**src/rtl/alu_pkg.sv**
```systemverilog
// Shared definitions for the ALU operation units and the writeback/flag stage:
// operation-class encodings, CVNZ bit masks and the per-class update mask.
package alu_pkg;

    typedef enum logic [1:0] {
        OP_LOGIC   = 2'b00,
        OP_ARITH   = 2'b01,
        OP_COMPARE = 2'b10,
        OP_CLEAR   = 2'b11
    } op_class_e;

    // CCR bit positions, CVNZ order (shared with my_or and its siblings).
    localparam logic [3:0] C_MASK = 4'b1000;
    localparam logic [3:0] V_MASK = 4'b0100;
    localparam logic [3:0] N_MASK = 4'b0010;
    localparam logic [3:0] Z_MASK = 4'b0001;

    typedef enum logic [1:0] {
        ST_IDLE   = 2'b00,
        ST_SETTLE = 2'b01,
        ST_DONE   = 2'b10
    } wb_state_e;

    // Which CCR bits a capture of the given class is allowed to overwrite.
    // Logic ops only own N and Z; everything else rewrites the whole CCR.
    function automatic logic [3:0] class_mask(op_class_e cls);
        logic [3:0] m;
        case (cls)
            OP_LOGIC: m = N_MASK | Z_MASK;
            default:  m = C_MASK | V_MASK | N_MASK | Z_MASK;
        endcase
        return m;
    endfunction

endpackage

```
**src/rtl/alu_wb_latch_if.sv**
```systemverilog
// Bus between the ALU op units / sequencer (master) and the writeback stage (slave).
interface alu_wb_latch_if
    import alu_pkg::*;
#(
    parameter int op_size = 4
) ();

    logic               start;
    op_class_e          op_class;
    logic [op_size-1:0] r_in;
    logic [3:0]         ccr_in;
    logic [op_size-1:0] r_out;
    logic [3:0]         ccr_out;
    logic               busy;
    logic               done;
    logic               overrun;

    modport master (
        output start, op_class, r_in, ccr_in,
        input  r_out, ccr_out, busy, done, overrun
    );

    modport slave (
        input  start, op_class, r_in, ccr_in,
        output r_out, ccr_out, busy, done, overrun
    );

endinterface

```
**src/rtl/alu_wb_latch_settle_counter.sv**
```systemverilog
// Down-counter timing the settle window: loads a start value, counts down
// while enabled and reports when it has reached zero.
module settle_counter #(
    parameter int width = 2
) (
    input  logic             clk,
    input  logic             rst_n,
    input  logic             load,
    input  logic [width-1:0] value,
    input  logic             en,
    output logic             zero
);

    logic [width-1:0] cnt_q;

    // Count register: load wins over decrement, and it never wraps below zero.
    always_ff @(posedge clk or negedge rst_n) begin
        // NOTE: non-blocking assignments so every flop samples pre-edge values.
        if (!rst_n) begin
            cnt_q <= '0;
        end else if (load) begin
            cnt_q <= value;
        end else if (en && (cnt_q != '0)) begin
            cnt_q <= cnt_q - 1'b1;
        end
    end

    assign zero = (cnt_q == '0);

endmodule

```
**src/rtl/alu_wb_latch.sv**
```systemverilog
// Writeback/flag-holding stage: waits a fixed settle window after start,
// then latches the op-unit result and merges its CCR into the persistent CCR.
module alu_wb_latch
    import alu_pkg::*;
#(
    parameter int op_size       = 4,
    parameter int settle_cycles = 3
) (
    input  logic            clk,
    input  logic            rst_n,
    alu_wb_latch_if.slave   bus
);

    localparam int cnt_w = $clog2(settle_cycles + 1);
    localparam logic [cnt_w-1:0] load_val = cnt_w'(settle_cycles - 1);

    wb_state_e          state_q;
    wb_state_e          state_d;
    op_class_e          cls_q;
    logic [op_size-1:0] r_q;
    logic [3:0]         ccr_q;
    logic               overrun_q;
    logic               busy;
    logic               done;
    logic               accept;
    logic               capture;
    logic               cnt_zero;
    logic [3:0]         mask;
    logic [3:0]         ccr_src;

    // A new request is accepted whenever no capture is in flight.
    assign accept  = bus.start && (state_q != ST_SETTLE);
    assign capture = (state_q == ST_SETTLE) && cnt_zero;

    settle_counter #(
        .width (cnt_w)
    ) u_settle_counter (
        .clk   (clk),
        .rst_n (rst_n),
        .load  (accept),
        .value (load_val),
        .en    (state_q == ST_SETTLE),
        .zero  (cnt_zero)
    );

    // State register.
    always_ff @(posedge clk or negedge rst_n) begin
        if (!rst_n) state_q <= ST_IDLE;
        else        state_q <= state_d;
    end

    // Next-state logic.
    always_comb begin
        // NOTE: default first so every path assigns state_d and no latch is inferred.
        state_d = state_q;
        case (state_q)
            ST_SETTLE: if (cnt_zero) state_d = ST_DONE;
            default:   state_d = bus.start ? ST_SETTLE : ST_IDLE;
        endcase
    end

    // Status outputs decoded from registered state only.
    always_comb begin
        busy = 1'b0;
        done = 1'b0;
        case (state_q)
            ST_SETTLE: busy = 1'b1;
            ST_DONE:   done = 1'b1;
            default:   ;
        endcase
    end

    // Clear-flags captures merge zeros through the full mask.
    assign mask    = class_mask(cls_q);
    assign ccr_src = (cls_q == OP_CLEAR) ? 4'b0000 : bus.ccr_in;

    // Class latch, result/CCR capture and the registered overrun pulse.
    always_ff @(posedge clk or negedge rst_n) begin
        if (!rst_n) begin
            cls_q     <= OP_LOGIC;
            r_q       <= '0;
            ccr_q     <= '0;
            overrun_q <= 1'b0;
        end else begin
            overrun_q <= bus.start && (state_q == ST_SETTLE);
            if (accept) cls_q <= bus.op_class;
            if (capture) begin
                ccr_q <= (ccr_q & ~mask) | (ccr_src & mask);
                if (cls_q == OP_LOGIC || cls_q == OP_ARITH) r_q <= bus.r_in;
            end
        end
    end

    assign bus.r_out   = r_q;
    assign bus.ccr_out = ccr_q;
    assign bus.busy    = busy;
    assign bus.done    = done;
    assign bus.overrun = overrun_q;

endmodule

```
**src/flat_wrapper.sv**
```systemverilog
// flat-port wrapper written by rule: the top's interface ports become plain ports
module alu_wb_latch_flat import alu_pkg::*;
#(
    parameter int op_size       = 4,
    parameter int settle_cycles = 3
)
  (clk, rst_n, bus_start, bus_op_class, bus_r_in, bus_ccr_in, bus_r_out, bus_ccr_out, bus_busy, bus_done, bus_overrun);
  alu_wb_latch_if #(.op_size(op_size)) bus_i ();
  input  logic clk;
  input  logic rst_n;
  input wire logic [$bits(bus_i.start)-1:0] bus_start;
  input wire logic [$bits(bus_i.op_class)-1:0] bus_op_class;
  input wire logic [$bits(bus_i.r_in)-1:0] bus_r_in;
  input wire logic [$bits(bus_i.ccr_in)-1:0] bus_ccr_in;
  output wire logic [$bits(bus_i.r_out)-1:0] bus_r_out;
  output wire logic [$bits(bus_i.ccr_out)-1:0] bus_ccr_out;
  output wire logic [$bits(bus_i.busy)-1:0] bus_busy;
  output wire logic [$bits(bus_i.done)-1:0] bus_done;
  output wire logic [$bits(bus_i.overrun)-1:0] bus_overrun;
  assign bus_i.start = bus_start;
  assign bus_i.op_class = bus_op_class;
  assign bus_i.r_in = bus_r_in;
  assign bus_i.ccr_in = bus_ccr_in;
  assign bus_r_out = bus_i.r_out;
  assign bus_ccr_out = bus_i.ccr_out;
  assign bus_busy = bus_i.busy;
  assign bus_done = bus_i.done;
  assign bus_overrun = bus_i.overrun;
  alu_wb_latch #(.op_size(op_size), .settle_cycles(settle_cycles)) u_core (.clk(clk), .rst_n(rst_n), .bus(bus_i));
endmodule
```
**config.mk**
```make
export PLATFORM = sky130hd
export DESIGN_NAME = alu_wb_latch_flat
export DESIGN_NICKNAME = d
export VERILOG_FILES = /design/src/rtl/alu_pkg.sv /design/src/rtl/alu_wb_latch_if.sv /design/src/rtl/alu_wb_latch_settle_counter.sv /design/src/rtl/alu_wb_latch.sv /design/src/flat_wrapper.sv
export SDC_FILE = /design/constraint.sdc
export NUM_CORES = 1
export LEC_CHECK = 0
export BUFFER_PORTS_ARGS = -buffer_cell sky130_fd_sc_hd__buf_4
export CORE_AREA = 2 2 39 41
export DETAILED_ROUTE_END_ITERATION = 8
export DIE_AREA = 0 0 41 43
export PLACE_DENSITY = 0.8
export RECOVER_POWER = 25
export SLEW_MARGIN = 20
export SYNTH_ARGS = -nofsm -noshare
export SYNTH_HDL_FRONTEND = slang
export SYNTH_SLANG_ARGS = --single-unit
```
**constraint.sdc**
```tcl
create_clock -name clk -period 2.6 [get_ports clk]
set_input_delay 0 -clock clk [delete_from_list [all_inputs] [get_ports clk]]
set_output_delay 0 -clock clk [all_outputs]
set_load 0.05 [all_outputs]
```
==> reports/qor.csv <==
metric,value,unit
status,completed,
fin_cells,108,
grt_first_pass_wirelength,2.08,mm
post-route-period-util,55.6,%
max-clock-path-buffers,2,
dp_hpwl,1.00,mm
worst_ep_arrival_time,1620,ps
dr_total_vias,523,
postCtsSetupBuffers,0,
syn2layout_area_growth,53.1,%
critical_path.startpoint_type,flop,
io-pin-count,24,
worst-slew-pin-transition,785,ps
report.final.slew_viol_count,0,
via_cell_ratio,4.84,
final_cell_area,971,um2
place_inst,92,
die_w,41,um
number_of_antenna_violations_at_the_first_check_in_global_routing,0,
path_class,reg2reg,
worst_ir_drop_vdd,0.000793,V
detail-route-antenna-nets,0,
final_nets,107,
achievable-frequency,692,MHz
avgSynthCellArea,12.0,um2
synth.ff_latch_count,15,
drive_gt1_share,35.9,%
numClockSinks,15,
register_area,375,um2
timing.hold.worst.class,in2async,
global_route.overflow_total,0,
std_cell_rows,14,
regToRegStartpoint,u_core.u_settle_counter.cnt_q[0],
io_buffer_count,23,
detail_route.wirelength,1.31,mm
multi_input_comb_area,244,um2
number_of_global_route_vias_before_repair,525,
post_cts_resize_count,0,
setup_total_neg_slack,0,ps
rsz0062_at_grt,false,
synth-seq-area-share,59.2,%
tritoncts,done,
drt_pass1_iterations,3,
detailed_place.area,827,um2
postSynthCellCount,53,
htree_num_levels,1,
timing.critical_path.cells,"inv_1, ha_1, nand3b_4, nor2_4, mux2_1",
count_of_final_setup_violators,0,
gpl.final_weighted_congestion,0.784,
cp_data_required_time,2770,ps
core_area,0.00138,mm2
leakage,0.489,nW
timing.max_cap.violations,0,
cts.clk_slew.worst_paths,90,ps
drcViolationCount,0,
critical_path.endpoint_type,flop,
areal_power_density_over_the_cells,1300,mW/mm2
die_area,0.00176,mm2
ys.warnings.count,0,
drtIter0Drc,7,
critical_path.max_fanout,7,
endpoints_failing_hold,0,
ctsRootBufferMaster,sky130_fd_sc_hd__clkbuf_4,
synthesis.nets,67,
antennaDiodeCount,0,
crit_path_max_incr_delay,380,ps
fillCellCount,112,
synth.distinct_cells,20,
clk-insertion-delay-late,280,ps
slew_headroom,47.6,%
die_height,43,um
post_synth_instance_area,634,um2
final_period_minus_worst_setup_slack,1450,ps
worstSetupStartpoint,u_core.u_settle_counter.cnt_q[0],
routed_wire_length_per_instance,12.1,um
maximum_number_of_pins_on_one_net_before_global_route_repair,16,
dp_slack,1130,ps
post-route-worst-setup-slack,1150,ps
critical-path-slowest-cell,sky130_fd_sc_hd__dfrtp_1,
timing.clock.skew,5.64,ps
groute.usage.overall,18.4,%
start_util,45.8,%
numCtsBuffers,3,
==> report_power, final <==
| part | switching (mW) | leakage [nW] | internal [mW] | total, mW |
|---|---|---|---|---|
| clock network | 0.0752 | 0.0177 | 0.0571 | 0.132 |
| logic | 0.455 | 0.290 | 0.256 | 0.712 |
| registers | 0.0773 | 0.182 | 0.344 | 0.421 |
==> critical path: cells and delay by family (launching register included) <==
family                     cells  cell delay, ps
DFF                            1             380
muxes                          1             350
and+or+nand+nor                2             300
adders and majority gates      1             220
buffers and inverters          1              80
==> through the flow <==
stage	hold WS [ps]	power, mW	utilization [%]
floorplan	-296	0.922	-
global placement	-139	1.11	59.8
detailed placement	-135	1.13	59.8
CTS	92.7	1.28	70.4
global route	375	1.36	70.2
finish	300	1.27	70.2
==> layer usage <==
| layer | GRT usage (%) | part of all wire [%] | vias to the layer above | routed length, um |
|---|---|---|---|---|
| li1 | - | - | 257 | - |
| met1 | 17.5 | 37 | 244 | 482 |
| met2 | 32.8 | 57 | 20 | 741 |
| met3 | 3.14 | 5.7 | 2 | 75 |
| met4 | 12.0 | 0.76 | 0 | 10 |
| met5 | 0 | 0 | - | 0 |
==> synthesized netlist by cell type, drive strengths merged <==
master | n | area (um2)
a2bb2oi | 1 | 8.76
and2 | 1 | 6.26
dfrtp | 15 | 375
ha | 1 | 12.5
inv | 4 | 15.0
mux2 | 6 | 67.6
nand2 | 8 | 30.0
nand2b | 1 | 6.26
nand3 | 2 | 10.0
nand3b | 1 | 20.0
nor2 | 3 | 18.8
nor2b | 3 | 18.8
o211ai | 2 | 15.0
o21a | 1 | 8.76
o21ai | 3 | 15.0
or3 | 1 | 6.26
==> kinds of logic (layout without fill, tap and decap cells) <==
| kind of cell | count (synthesis) | in the layout | share of synthesized area [%] |
|---|---|---|---|
| AOI/OAI and AO/OA | 7 | 7 | 7.49 |
| adders and majority gates | 1 | 1 | 1.97 |
| buffers and inverters | 4 | 43 | 2.37 |
| DFF | 15 | 15 | 59.2 |
| muxes | 6 | 6 | 10.7 |
| and+or+nand+nor | 20 | 20 | 18.3 |
==> cells in the final DEF, fill, tap and decap left out, drive strengths merged <==
master	n
or3	1
clkinv	1
o21ai	3
dlygate4sd3	12
nand2b	1
nand2	8
nand3	2
a2bb2oi	1
o21a	1
clkbuf	4
dfrtp	15
mux2	6
buf	22
o211ai	2
nor2	3
and2	1
nand3b	1
ha	1
nor2b	3
inv	4
==> worst paths after layout <==
check / endpoint / slack, ps / cells after the start
setup reg to reg: u_core.bus.r_out[3] / 1150 / 5
max in group asynchronous: u_core.bus.ccr_out[0] / 1810 / 2
hold / removal: u_core.bus.r_out[0] / 300 / 2
hold reg to reg: u_core.bus.ccr_out[1] / 490 / 2
setup / recovery: u_core.bus.r_out[3] / 1150 / 5
min in group clk: u_core.bus.r_out[0] / 470 / 3
==> timing repair <==
action	4_1_cts	5_1_grt
setup endpoints to repair	0	0
hold endpoints to repair	27	0
hold buffers	12	0
==> layout make-up <==
class                   instances  area share (%)
flip-flops and latches         15            38.7
inverters                       4            1.55
clock inverters                 1           0.515
repair buffers                 35            29.8
well taps                      16            2.06
multi-input cells              34            25.1
clock buffers                   3            2.32
Note: power is estimated with default switching activity, not from simulation.
